`src/rtl/mem_request_unit.sv`:
```
// Sequences core load/store requests onto the single RAM data port, stalls
// fetch via pc_enable while an access is in flight, and handles sticky halt.
module mem_request_unit #(
  parameter int ADDR_W = 5,
  parameter int DATA_W = 32,
  parameter int RD_LAT = 1
) (
  input  logic              clk,
  input  logic              nRst,
  input  logic              dmem_read,
  input  logic              dmem_write,
  input  logic [31:0]       dmem_addr,
  input  logic [DATA_W-1:0] dmem_wdata,
  input  logic              halt,
  output logic [DATA_W-1:0] dmem_rdata,
  output logic              dmem_ready,
  output logic              dmem_err,
  output logic              halted,
  output logic              pc_enable,
  output logic              ram_read_enable,
  output logic              ram_write_enable,
  output logic [ADDR_W-1:0] ram_address_DM,
  output logic [DATA_W-1:0] ram_data_in,
  input  logic [DATA_W-1:0] ram_data_out
);

  typedef enum logic [2:0] {IDLE, RD_WAIT, WR, RESP, HALT} state_t;

  localparam logic [1:0] CNT_LAST = 2'(RD_LAT - 1);

  state_t            state_q;
  logic [1:0]        cnt_q;
  logic              err_q;
  logic              hpend_q;
  logic [ADDR_W-1:0] addr_q;
  logic [DATA_W-1:0] wdata_q;
  logic [DATA_W-1:0] rdata_q;

  logic req, legal, conflict;

  assign req      = dmem_read | dmem_write;
  assign conflict = dmem_read & dmem_write;
  assign legal    = (dmem_addr[1:0] == 2'b00) && (dmem_addr[31:ADDR_W+2] == '0);

  always_ff @(posedge clk or negedge nRst) begin
    if (!nRst) begin
      state_q <= IDLE;
      cnt_q   <= '0;
      err_q   <= 1'b0;
      hpend_q <= 1'b0;
      addr_q  <= '0;
      wdata_q <= '0;
      rdata_q <= '0;
    end else begin
      case (state_q)
        IDLE: begin
          if (halt) begin
            state_q <= HALT;
          end else if (req) begin
            if (!legal || conflict) begin
              err_q   <= 1'b1;
              rdata_q <= '0;
              state_q <= RESP;
            end else begin
              err_q   <= 1'b0;
              addr_q  <= dmem_addr[ADDR_W+1:2];
              wdata_q <= dmem_wdata;
              cnt_q   <= '0;
              state_q <= dmem_read ? RD_WAIT : WR;
            end
          end
        end
        RD_WAIT: begin
          if (halt) hpend_q <= 1'b1;
          if (cnt_q == CNT_LAST) begin
            rdata_q <= ram_data_out;
            state_q <= RESP;
          end else begin
            cnt_q <= cnt_q + 2'd1;
          end
        end
        WR: begin
          if (halt) hpend_q <= 1'b1;
          state_q <= RESP;
        end
        RESP: begin
          // A halt seen at any point during the access wins once it completes.
          state_q <= (hpend_q || halt) ? HALT : IDLE;
          hpend_q <= 1'b0;
          err_q   <= 1'b0;
        end
        HALT:    state_q <= HALT;
        default: state_q <= IDLE;
      endcase
    end
  end

  assign ram_read_enable  = (state_q == RD_WAIT);
  assign ram_write_enable = (state_q == WR);
  assign ram_address_DM   = addr_q;
  assign ram_data_in      = wdata_q;
  assign dmem_rdata       = rdata_q;
  assign dmem_ready       = (state_q == RESP);
  assign dmem_err         = (state_q == RESP) && err_q;
  assign halted           = (state_q == HALT);
  // Fetch stalls on the acceptance cycle itself; forced low while in reset.
  assign pc_enable        = nRst && (((state_q == IDLE) && !req && !halt) ||
                                     (state_q == RESP));

endmodule

```
`config.mk`:
```
export PLATFORM = sky130hd
export DESIGN_NAME = mem_request_unit
export DESIGN_NICKNAME = d
export VERILOG_FILES = /design/src/rtl/mem_request_unit.sv
export SDC_FILE = /design/constraint.sdc
export NUM_CORES = 1
export LEC_CHECK = 0
export BUFFER_PORTS_ARGS = -buffer_cell sky130_fd_sc_hd__buf_2
export CAP_MARGIN = 20
export CORE_UTILIZATION = 40
export CTS_BUF_LIST = sky130_fd_sc_hd__clkbuf_4
export DETAILED_ROUTE_END_ITERATION = 8
export PLACE_DENSITY_LB_ADDON = 0.05
export REMOVE_ABC_BUFFERS = 1
export SLEW_MARGIN = 30
export SYNTH_ARGS = -nofsm -noshare
export SYNTH_HDL_FRONTEND = slang
export SYNTH_SLANG_ARGS = --single-unit
```
`constraint.sdc`:
```
create_clock -name clk -period 3.2 [get_ports clk]
set_clock_uncertainty 0.05 [all_clocks]
set_input_delay 0.64 -clock clk [delete_from_list [all_inputs] [get_ports clk]]
set_output_delay 0.64 -clock clk [all_outputs]
set_load 0.01 [all_outputs]
```
==> flow_metrics.py, run 1 <==
metrics = {
    "critical_path": {
        "cp-end-kind": "primary output",
        "arrival_ns": 1.78,
        "critPathSlowestCell": "dfrtp_1",
        "crit_chain": "nor3_4 -> buf_4 -> a21oi_1 -> nor2b_1 -> buf_2",
        "critical-path-max-stage-delay_ns": 0.57,
        "cp.required_ns": 2.51,
        "crit_fanout": 17,
        "setup.worst_path.class": "reg -> out",
        "crit_buf_inv": 2,
        "path_delay_family": "flip-flops",
        "r2r_slack_ns": 0.86,
        "start_kind": "flop",
    },
    "outcome": {
        "status": "finished, final reports clean",
    },
    "cts": {
        "htree_levels": 3,
        "cts_buffer_depth": 2,
        "clock_sinks": 76,
        "clk_latency_ns": 0.41,
        "numCtsBuffers": 9,
        "cts_hold_buffers": 0,
        "cts_setup_buffers": 0,
        "cts-resized-gates": 0,
        "clk_pin_slew_ns": 0.12,
        "root_buffer": "clkbuf_4",
        "tritoncts": "built",
    },
    "power": {
        "ir_worst_vdd_uv": 416,
        "combPwrFrac_pct": 32.6,
        "p_sw_share_pct": 37.3,
        "clkPwrFrac_pct": 21.3,
        "power_density_mw_per_mm2": 645,
        "p_leak_nw": 2.60,
        "p_seq_share_pct": 46.1,
        "net-switching-power_mw": 1.10,
        "p_int_mw": 1.85,
    },
    "place": {
        "dp_cells": 587,
        "pre_cts_ws_ns": 0.552,
        "numPortBuffers": 175,
        "gp_congestion": 0.755,
        "hpwl_um": 6030,
    },
    "finish": {
        "drive_gt1_share_pct": 42.5,
        "diodes": 0,
        "instances_no_fill": 601,
        "fill_cells": 783,
        "fin_nets": 595,
        "syn2layout_area_growth_pct": 31.0,
    },
    "timing": {
        "final.setup.worst_slack_ns": 0.734,
        "finalSetupViolations": 0,
        "finalSetupTns_ns": 0,
        "worst_pin_slew_ns": 0.705,
        "finalHoldViolations": 0,
        "whs_ns": 0.0908,
        "maxSlewViolCount": 0,
        "slew_headroom_pct": 52.9,
        "finalCritPeriodShare_pct": 77.1,
        "grt_setup_unrepaired": "false",
        "finalCriticalPeriod_ns": 2.47,
        "max_freq_ghz": 0.406,
    },
    "floorplanning": {
        "die_h_um": 95.4,
        "row_count": 33,
        "die_area_mm2": 0.00910,
        "coreArea_mm2": 0.00834,
        "start_util_pct": 41.8,
        "die_w_um": 95.4,
        "ioPinCount": 176,
    },
    "synth": {
        "synthTopCellsByCount": "76 x dfrtp_1, 39 x nand2_1, 37 x o21ai_0",
        "synth-async-reset-ratio_pct": 100,
        "yosysTopAreaCell": "dfrtp_1",
        "synth_edf_count": 0,
        "ys.flop_type": "dfrtp_1",
        "yosysSeqAreaShare_pct": 54.5,
        "synth_top_area_share_pct": 54.5,
        "avgSynthCellArea_um2": 10.6,
        "synthCells": 328,
        "synth_area_mm2": 0.00349,
        "synth.distinct_cells": 35,
        "yosys_warnings": 0,
        "synthTopCellsByArea": "dfrtp_1 55%, mux2_1 9.7%, nand4_1 5.7%, o21ai_0 5.3%, nand3_1 4.6%",
        "synth_most_common_cell": "dfrtp_1",
        "ys_seq_elements": 76,
    },
    "grt": {
        "grt_pass1_wl_um": 13800,
        "grt_start_max_net_pins": 46,
        "grt_overflow": 0,
        "gr-usage-all-layers_pct": 19.8,
        "antenna_found_initial": 0,
        "grt_pass1_vias": 2942,
    },
    "routing": {
        "first_iter_violations": 145,
        "wl_per_cell_um": 14.6,
        "via_per_inst": 5.19,
        "drc": 0,
        "vias": 3118,
        "drt-total-wl_um": 8790,
        "postRouteAntennaNets": 0,
        "first_pass_iters": 4,
    },
    "job": {
        "maxCapViolations": 0,
    },
    "hold_path": {
        "hold_path_class": "in -> async",
    },
}
## cell type report
type	instances	area (um^2)	area share [%]
inverters	4	15.0	0.329
clock buffers	9	67.6	1.48
well taps	105	131	2.88
multi-input cells	220	1440	31.6
flip-flops and latches	76	1900	41.6
clock inverters	5	78.8	1.73
repair buffers	182	931	20.4
## cell families after synthesis
| kind of cell | after synthesis | synth area share [%] |
|---|---|---|
| AND/OR/NAND/NOR | 130 | 19.9 |
| flip-flops | 76 | 54.5 |
| AO/OA/AOI/OAI | 49 | 8.11 |
| multiplexers | 39 | 12.6 |
| buffers and inverters | 32 | 4.31 |
| XOR/XNOR | 1 | 0.251 |
| adder cells (fa/ha/maj) | 1 | 0.359 |
## worst paths after layout
path | depth (start not counted) | end | start
worst max register to register | 4 | ram_data_in[19] | state_q[0]
worst min register to register | 1 | ram_data_in[8] | ram_data_in[8]
max in group asynchronous | 2 | cnt_q[1] | nRst
min in group clk | 2 | ram_data_in[20] | dmem_wdata[20]
worst max-delay path | 5 | pc_enable | state_q[0]
worst min-delay path | 1 | ram_data_in[28] | nRst
## state kept, by name, indices dropped and copies added, names as in the netlist
name	flops
cnt_q	2
state_q	3
err_q	1
hpend_q	1
ram_address_DM	5
dmem_rdata	32
ram_data_in	32
## power by group through the flow
stage / Sequential (mW) / Clock, mW / Combinational (mW)
6_report: 1.36 / 0.628 / 0.959
2_1_floorplan: 1.41 / 0 / 0.448
3_5_place_dp: 1.37 / 0 / 0.975
4_1_cts: 1.36 / 0.652 / 0.973
3_3_place_gp: 1.37 / 0 / 0.969
5_1_grt: 1.39 / 0.686 / 1.08
## placed cells by master, fill, tap and decap left out, drive strengths merged
master	n
clkinv	3
and3b	1
o21ai	37
nor3b	2
inv	4
o21ba	1
ha	1
a221o	1
dfrtp	76
o21a	1
xnor2	1
nor4	6
a21oi	2
nand3	32
nor3	3
o2bb2ai	1
and2	4
and4	2
clkbuf	9
a41oi	1
a21o	1
nand4	33
nor2	6
nand2	39
a311oi	2
mux2	38
nor2b	1
a31o	1
mux2i	1
buf	182
bufinv	2
o22a	1
or2	1
## per-stage QoR
step	power, mW	util, %	instance area [um^2]
global placement	2.33	53.0	4420
finish	2.94	54.8	4570
floorplan	1.86	-	3350
detailed placement	2.35	53.0	4420
CTS	2.98	54.8	4570
global route	3.16	54.8	4570
## per-layer routing
| metal | vias up | track usage [%] | wire [um] |
|---|---|---|---|
| met2 | 152 | 32.3 | 4010 |
| met3 | 8 | 4.70 | 796 |
| met4 | 0 | 6.72 | 89 |
| met5 | - | 0 | 0 |
| met1 | 1442 | 26.0 | 3890 |
| li1 | 1516 | - | - |
Power figures use the tool's default switching activity.
==> inputs of run 2 (changes only) <==
Clock period 3.2 ns to 2.4 ns, I/O delays scaled along.
==> run 2 against run 1 <==
Against the previous run:
- clock power is 11% higher
- combinational power rose by 36%
- cell count grew 1.2%
- worst setup slack got worse by 0.46 ns
- largest cell class unchanged
- highest routed layer unchanged
==> flow_metrics.py, run 2 (same netlist as run 1, synthesis figures left out) <==
metrics = {
    "finish": {
        "ff_latch_area_mm2": 0.00190,
        "final_util_pct": 55.0,
        "layout_common_cells": "174 x buf_2, 75 x dfrtp_1, 39 x nand2_1",
        "instances_no_fill": 608,
        "fill_cells": 805,
        "fin_area_mm2": 0.00458,
        "diodes": 0,
        "multiInputGateArea_mm2": 0.00144,
        "mostFrequentLayoutCell": "buf_2",
        "syn2layout_area_growth_pct": 31.4,
        "drive_gt1_share_pct": 43.1,
        "fin_nets": 600,
    },
    "timing": {
        "finalSetupViolations": 0,
        "grt_setup_unrepaired": "false",
        "finalSetupTns_ns": 0,
        "maxSlewViolCount": 0,
        "slew_headroom_pct": 57.3,
        "finalCriticalPeriod_ns": 2.12,
        "worst_pin_slew_ns": 0.641,
        "final.setup.worst_slack_ns": 0.279,
        "finalCritPeriodShare_pct": 88.4,
        "max_freq_ghz": 0.471,
        "whs_ns": 0.208,
        "finalHoldViolations": 0,
    },
    "place": {
        "placed_area_mm2": 0.00445,
        "dp_cells": 591,
        "numPortBuffers": 175,
        "pre_cts_ws_ns": 0.267,
        "gp_congestion": 0.759,
        "hpwl_um": 6280,
    },
    "routing": {
        "first_iter_violations": 159,
        "via_per_inst": 5.17,
        "first_pass_iters": 4,
        "drt-total-wl_um": 8870,
        "postRouteAntennaNets": 0,
        "wl_per_cell_um": 14.6,
        "vias": 3146,
        "drc": 0,
    },
    "critical_path": {
        "crit_buf_inv": 1,
        "crit_chain": "nor3_4 -> a21oi_1 -> nor2b_1 -> buf_2",
        "crit_fanout": 10,
        "arrival_ns": 1.59,
        "cp.required_ns": 1.87,
        "start_kind": "flop",
        "r2r.worst_path.cells": 4,
        "cp-end-kind": "primary output",
        "path_delay_family": "flip-flops",
        "critPathSlowestCell": "dfrtp_1",
        "cp.depth": 4,
        "critical-path-max-stage-delay_ns": 0.51,
        "setup.worst_path.class": "reg -> out",
    },
    "hold_path": {
        "hold_path_class": "in -> reg",
        "whs_path_depth": 3,
    },
    "floorplanning": {
        "row_count": 33,
        "die_area_mm2": 0.00910,
        "start_util_pct": 41.8,
        "die_h_um": 95.4,
        "ioPinCount": 176,
        "die_w_um": 95.4,
        "coreArea_mm2": 0.00834,
    },
    "power": {
        "power_density_mw_per_mm2": 830,
        "ir_worst_vdd_uv": 411,
        "total_power_mw": 3.81,
        "p_leak_nw": 2.60,
    },
    "grt": {
        "grt_start_max_net_pins": 47,
        "grt_pass1_vias": 2834,
        "grt_overflow": 0,
        "antenna_found_initial": 0,
        "gr-usage-all-layers_pct": 19.8,
        "grt_pass1_wl_um": 13700,
    },
    "cts": {
        "tritoncts": "built",
        "root_buffer": "clkbuf_4",
        "cts_buffer_depth": 2,
        "cts_setup_buffers": 0,
        "numCtsBuffers": 9,
        "clock_sinks": 76,
        "clk_pin_slew_ns": 0.14,
        "clk_latency_ns": 0.41,
        "htree_levels": 3,
    },
    "job": {
        "maxCapViolations": 0,
    },
    "outcome": {
        "status": "finished, final reports clean",
    },
}
[run 2: cell count changes in the layout (fill, tap and decap cells not counted), sizes merged]
cell,before,now
clkinv,3,1
dlygate4sd3,0,1
clkbuf,9,11
bufinv,2,0
clkinvlp,0,4
buf,182,186
[run 2: area by class of cell]
cell class              instances  share of cell area, %
clock buffers                  11                   1.80
clock inverters                 5                  0.846
inverters                       4                  0.328
multi-input cells             220                   31.4
flip-flops and latches         76                   41.5
well taps                     105                   2.87
repair buffers                187                   21.2
[run 2: tightest hold or removal path: stages]
cell     delay [ns]
buf_2          0.07
nand2_1        0.04
nand3_1        0.06
[run 2: final timing paths]
path | to | start | slack (ns)
max in group asynchronous | dmem_rdata[20] | nRst | 1.18
setup / recovery | pc_enable | state_q[2] | 0.28
setup reg to reg | ram_data_in[29] | state_q[2] | 0.60
hold / removal | dmem_rdata[12] | ram_data_out[12] | 0.21
hold reg to reg | ram_data_in[11] | ram_data_in[11] | 0.45
min in group asynchronous | ram_data_in[28] | nRst | 0.34
[run 2: timing repair]
item | in CTS | in global routing
hold buffers | 1 | 0
endpoints found under the setup margin | 0 | 1
hold endpoints to repair | 1 | 0
gates resized for setup | 0 | 1
[run 2: routing by layer]
layer / global-route usage, % / wire [um]
met1: 28.1 / 4100
met2: 30.2 / 3940
met3: 4.31 / 776
met4: 6.34 / 53
met5: 0 / 0
[run 2: report_power, final]
part           total [mW]  internal (mW)  switching, mW
Combinational        1.30          0.523          0.775
Clock               0.699          0.238          0.461
Sequential           1.81           1.55          0.264
Total                3.81           2.31           1.50
==> inputs of run 3 (changes only) <==
Settings changed: RECOVER_POWER set to 100.
==> run 3 against run 2 <==
Against the previous run:
- utilization down 1.3 points
- first-iteration DRC count down 12%
- count of clock-buffer cells in the layout stayed put
- sequential share of layout area rose by 0.99 points
- register-to-register slack lost 0.30 ns
- critical path depth is the same
- worst setup slack got worse by 0.027 ns
- critical path type unchanged
- critical endpoint unchanged
==> flow_metrics.py, run 3 (same netlist as run 1, synthesis figures left out) <==
metrics = {
    "outcome": {
        "status": "finished, final reports clean",
    },
    "floorplanning": {
        "row_count": 33,
        "ioPinCount": 176,
        "start_util_pct": 41.8,
        "die_h_um": 95.4,
        "die_w_um": 95.4,
        "die_area_mm2": 0.00910,
        "coreArea_mm2": 0.00834,
    },
    "critical_path": {
        "cp-end-kind": "primary output",
        "critical-path-max-stage-delay_ns": 0.52,
        "critPathSlowestCell": "dfrtp_1",
        "r2r.worst_path.cells": 5,
        "cp.required_ns": 1.87,
        "start_kind": "flop",
        "r2r_start": "state_q[2]",
        "r2r_slack_ns": 0.30,
        "crit_fanout": 10,
        "arrival_ns": 1.62,
        "crit_chain": "nor3_4 -> a21oi_1 -> nor2b_1 -> clkbuf_1",
        "regToRegEndpoint": "dmem_rdata[22]",
        "setup.worst_path.class": "reg -> out",
    },
    "hold_path": {
        "whs_path_depth": 3,
        "whs_endpoint": "dmem_rdata[12]",
        "hold_path_class": "in -> reg",
        "min_from": "ram_data_out[12]",
    },
    "timing": {
        "slew_headroom_pct": 21.3,
        "finalSetupViolations": 0,
        "finalHoldViolations": 0,
        "grt_setup_unrepaired": "false",
        "finalSetupTns_ns": 0,
        "final.setup.worst_slack_ns": 0.252,
        "maxSlewViolCount": 0,
        "finalCriticalPeriod_ns": 2.15,
        "max_freq_ghz": 0.465,
        "finalCritPeriodShare_pct": 89.5,
        "worst_pin_slew_ns": 1.18,
    },
    "finish": {
        "diodes": 0,
        "multiInputGateArea_mm2": 0.00144,
        "syn2layout_area_growth_pct": 28.4,
        "mostFrequentLayoutCell": "buf_2",
        "fill_cells": 842,
        "layout_common_cells": "100 x buf_2, 75 x dfrtp_1, 75 x clkbuf_1",
        "fin_nets": 600,
        "ff_latch_area_mm2": 0.00190,
        "drive_gt1_share_pct": 28.0,
    },
    "place": {
        "hpwl_um": 6280,
        "numPortBuffers": 175,
        "gp_congestion": 0.759,
        "pre_cts_ws_ns": 0.267,
    },
    "grt": {
        "grt_pass1_vias": 2834,
        "grt_pass1_wl_um": 13700,
        "grt_start_max_net_pins": 47,
        "antenna_found_initial": 0,
        "gr-usage-all-layers_pct": 19.8,
        "grt_overflow": 0,
    },
    "cts": {
        "numCtsBuffers": 9,
        "clk_latency_ns": 0.41,
        "cts_setup_buffers": 0,
        "clk_pin_slew_ns": 0.14,
        "clock_sinks": 76,
        "tritoncts": "built",
        "root_buffer": "clkbuf_4",
        "cts_buffer_depth": 2,
        "htree_levels": 3,
    },
    "routing": {
        "first_pass_iters": 4,
        "postRouteAntennaNets": 0,
        "first_iter_violations": 140,
        "drt-total-wl_um": 8950,
        "vias": 3151,
        "drc": 0,
        "wl_per_cell_um": 14.7,
        "via_per_inst": 5.18,
    },
    "job": {
        "maxCapViolations": 0,
    },
    "power": {
        "total_power_mw": 3.74,
        "ir_worst_vdd_uv": 395,
        "power_density_mw_per_mm2": 836,
        "p_leak_nw": 2.27,
    },
}
run 3: cell types whose count changed in the layout (fill, tap and decap cells not counted):
cell / change
or2_0: +1
clkbuf_2: +3
nor2_1: +1
clkbuf_1: +75
and2_0: +2
nor2_2: -1
and2_1: -2
or2_1: -1
buf_4: -4
buf_2: -74
run 3: layer usage:
| layer | track usage, % | up-vias | wire (um) | share of wire (%) |
|---|---|---|---|---|
| met1 | 28.1 | 1468 | 4180 | 47 |
| met2 | 30.2 | 152 | 3930 | 44 |
| met3 | 4.31 | 5 | 778 | 8.7 |
| li1 | - | 1526 | - | - |
| met4 | 6.34 | 0 | 62 | 0.69 |
| met5 | 0 | - | 0 | 0 |
run 3: worst max-delay path by stage:
stage	start	to	slack (ns)	depth (start not counted)
floorplan	dmem_addr[16]	ram_address_DM[0]	-0.38	4
global placement	dmem_addr[8]	cnt_q[1]	0.31	6
detailed placement	dmem_addr[27]	ram_data_in[8]	0.27	6
CTS	state_q[0]	pc_enable	0.13	4
global route	state_q[2]	dmem_rdata[20]	0.07	5
finish	state_q[2]	pc_enable	0.25	4
run 3: where the power goes:
group,total [mW],internal [mW],switching (mW)
logic,1.23,0.456,0.775
clock network,0.694,0.238,0.457
registers,1.82,1.55,0.270
total,3.74,2.24,1.50
run 3: repair_timing:
action                     4_1_cts  5_1_grt
setup endpoints to repair        0        1
hold endpoints to repair         1        0
hold buffers                     1        0
resized for setup                0        1
run 3: cell type report:
type                    count  area share, %
flip-flops and latches     76           42.5
multi-input cells         220           32.1
repair buffers            187           19.4
well taps                 105           2.93
clock buffers              11           1.84
clock inverters             5          0.866
inverters                   4          0.335
run 3: stage by stage:
stage,std cells,util [%],cell area [um^2],hold WS (ns)
4_1_cts,608,54.9,4580,0.179
6_report,608,53.7,4480,0.210
2_1_floorplan,300,-,3350,0.134
5_1_grt,608,53.7,4480,0.180
3_3_place_gp,591,53.4,4450,0.233
3_5_place_dp,591,53.4,4450,0.234
run 3: worst max-delay path, delay by kind of cell (launching register included):
| kind | cells | cell delay, ns |
|---|---|---|
| compound gates | 1 | 0.11 |
| flops | 1 | 0.52 |
| simple gates | 2 | 0.44 |
| buf+inv | 1 | 0.15 |
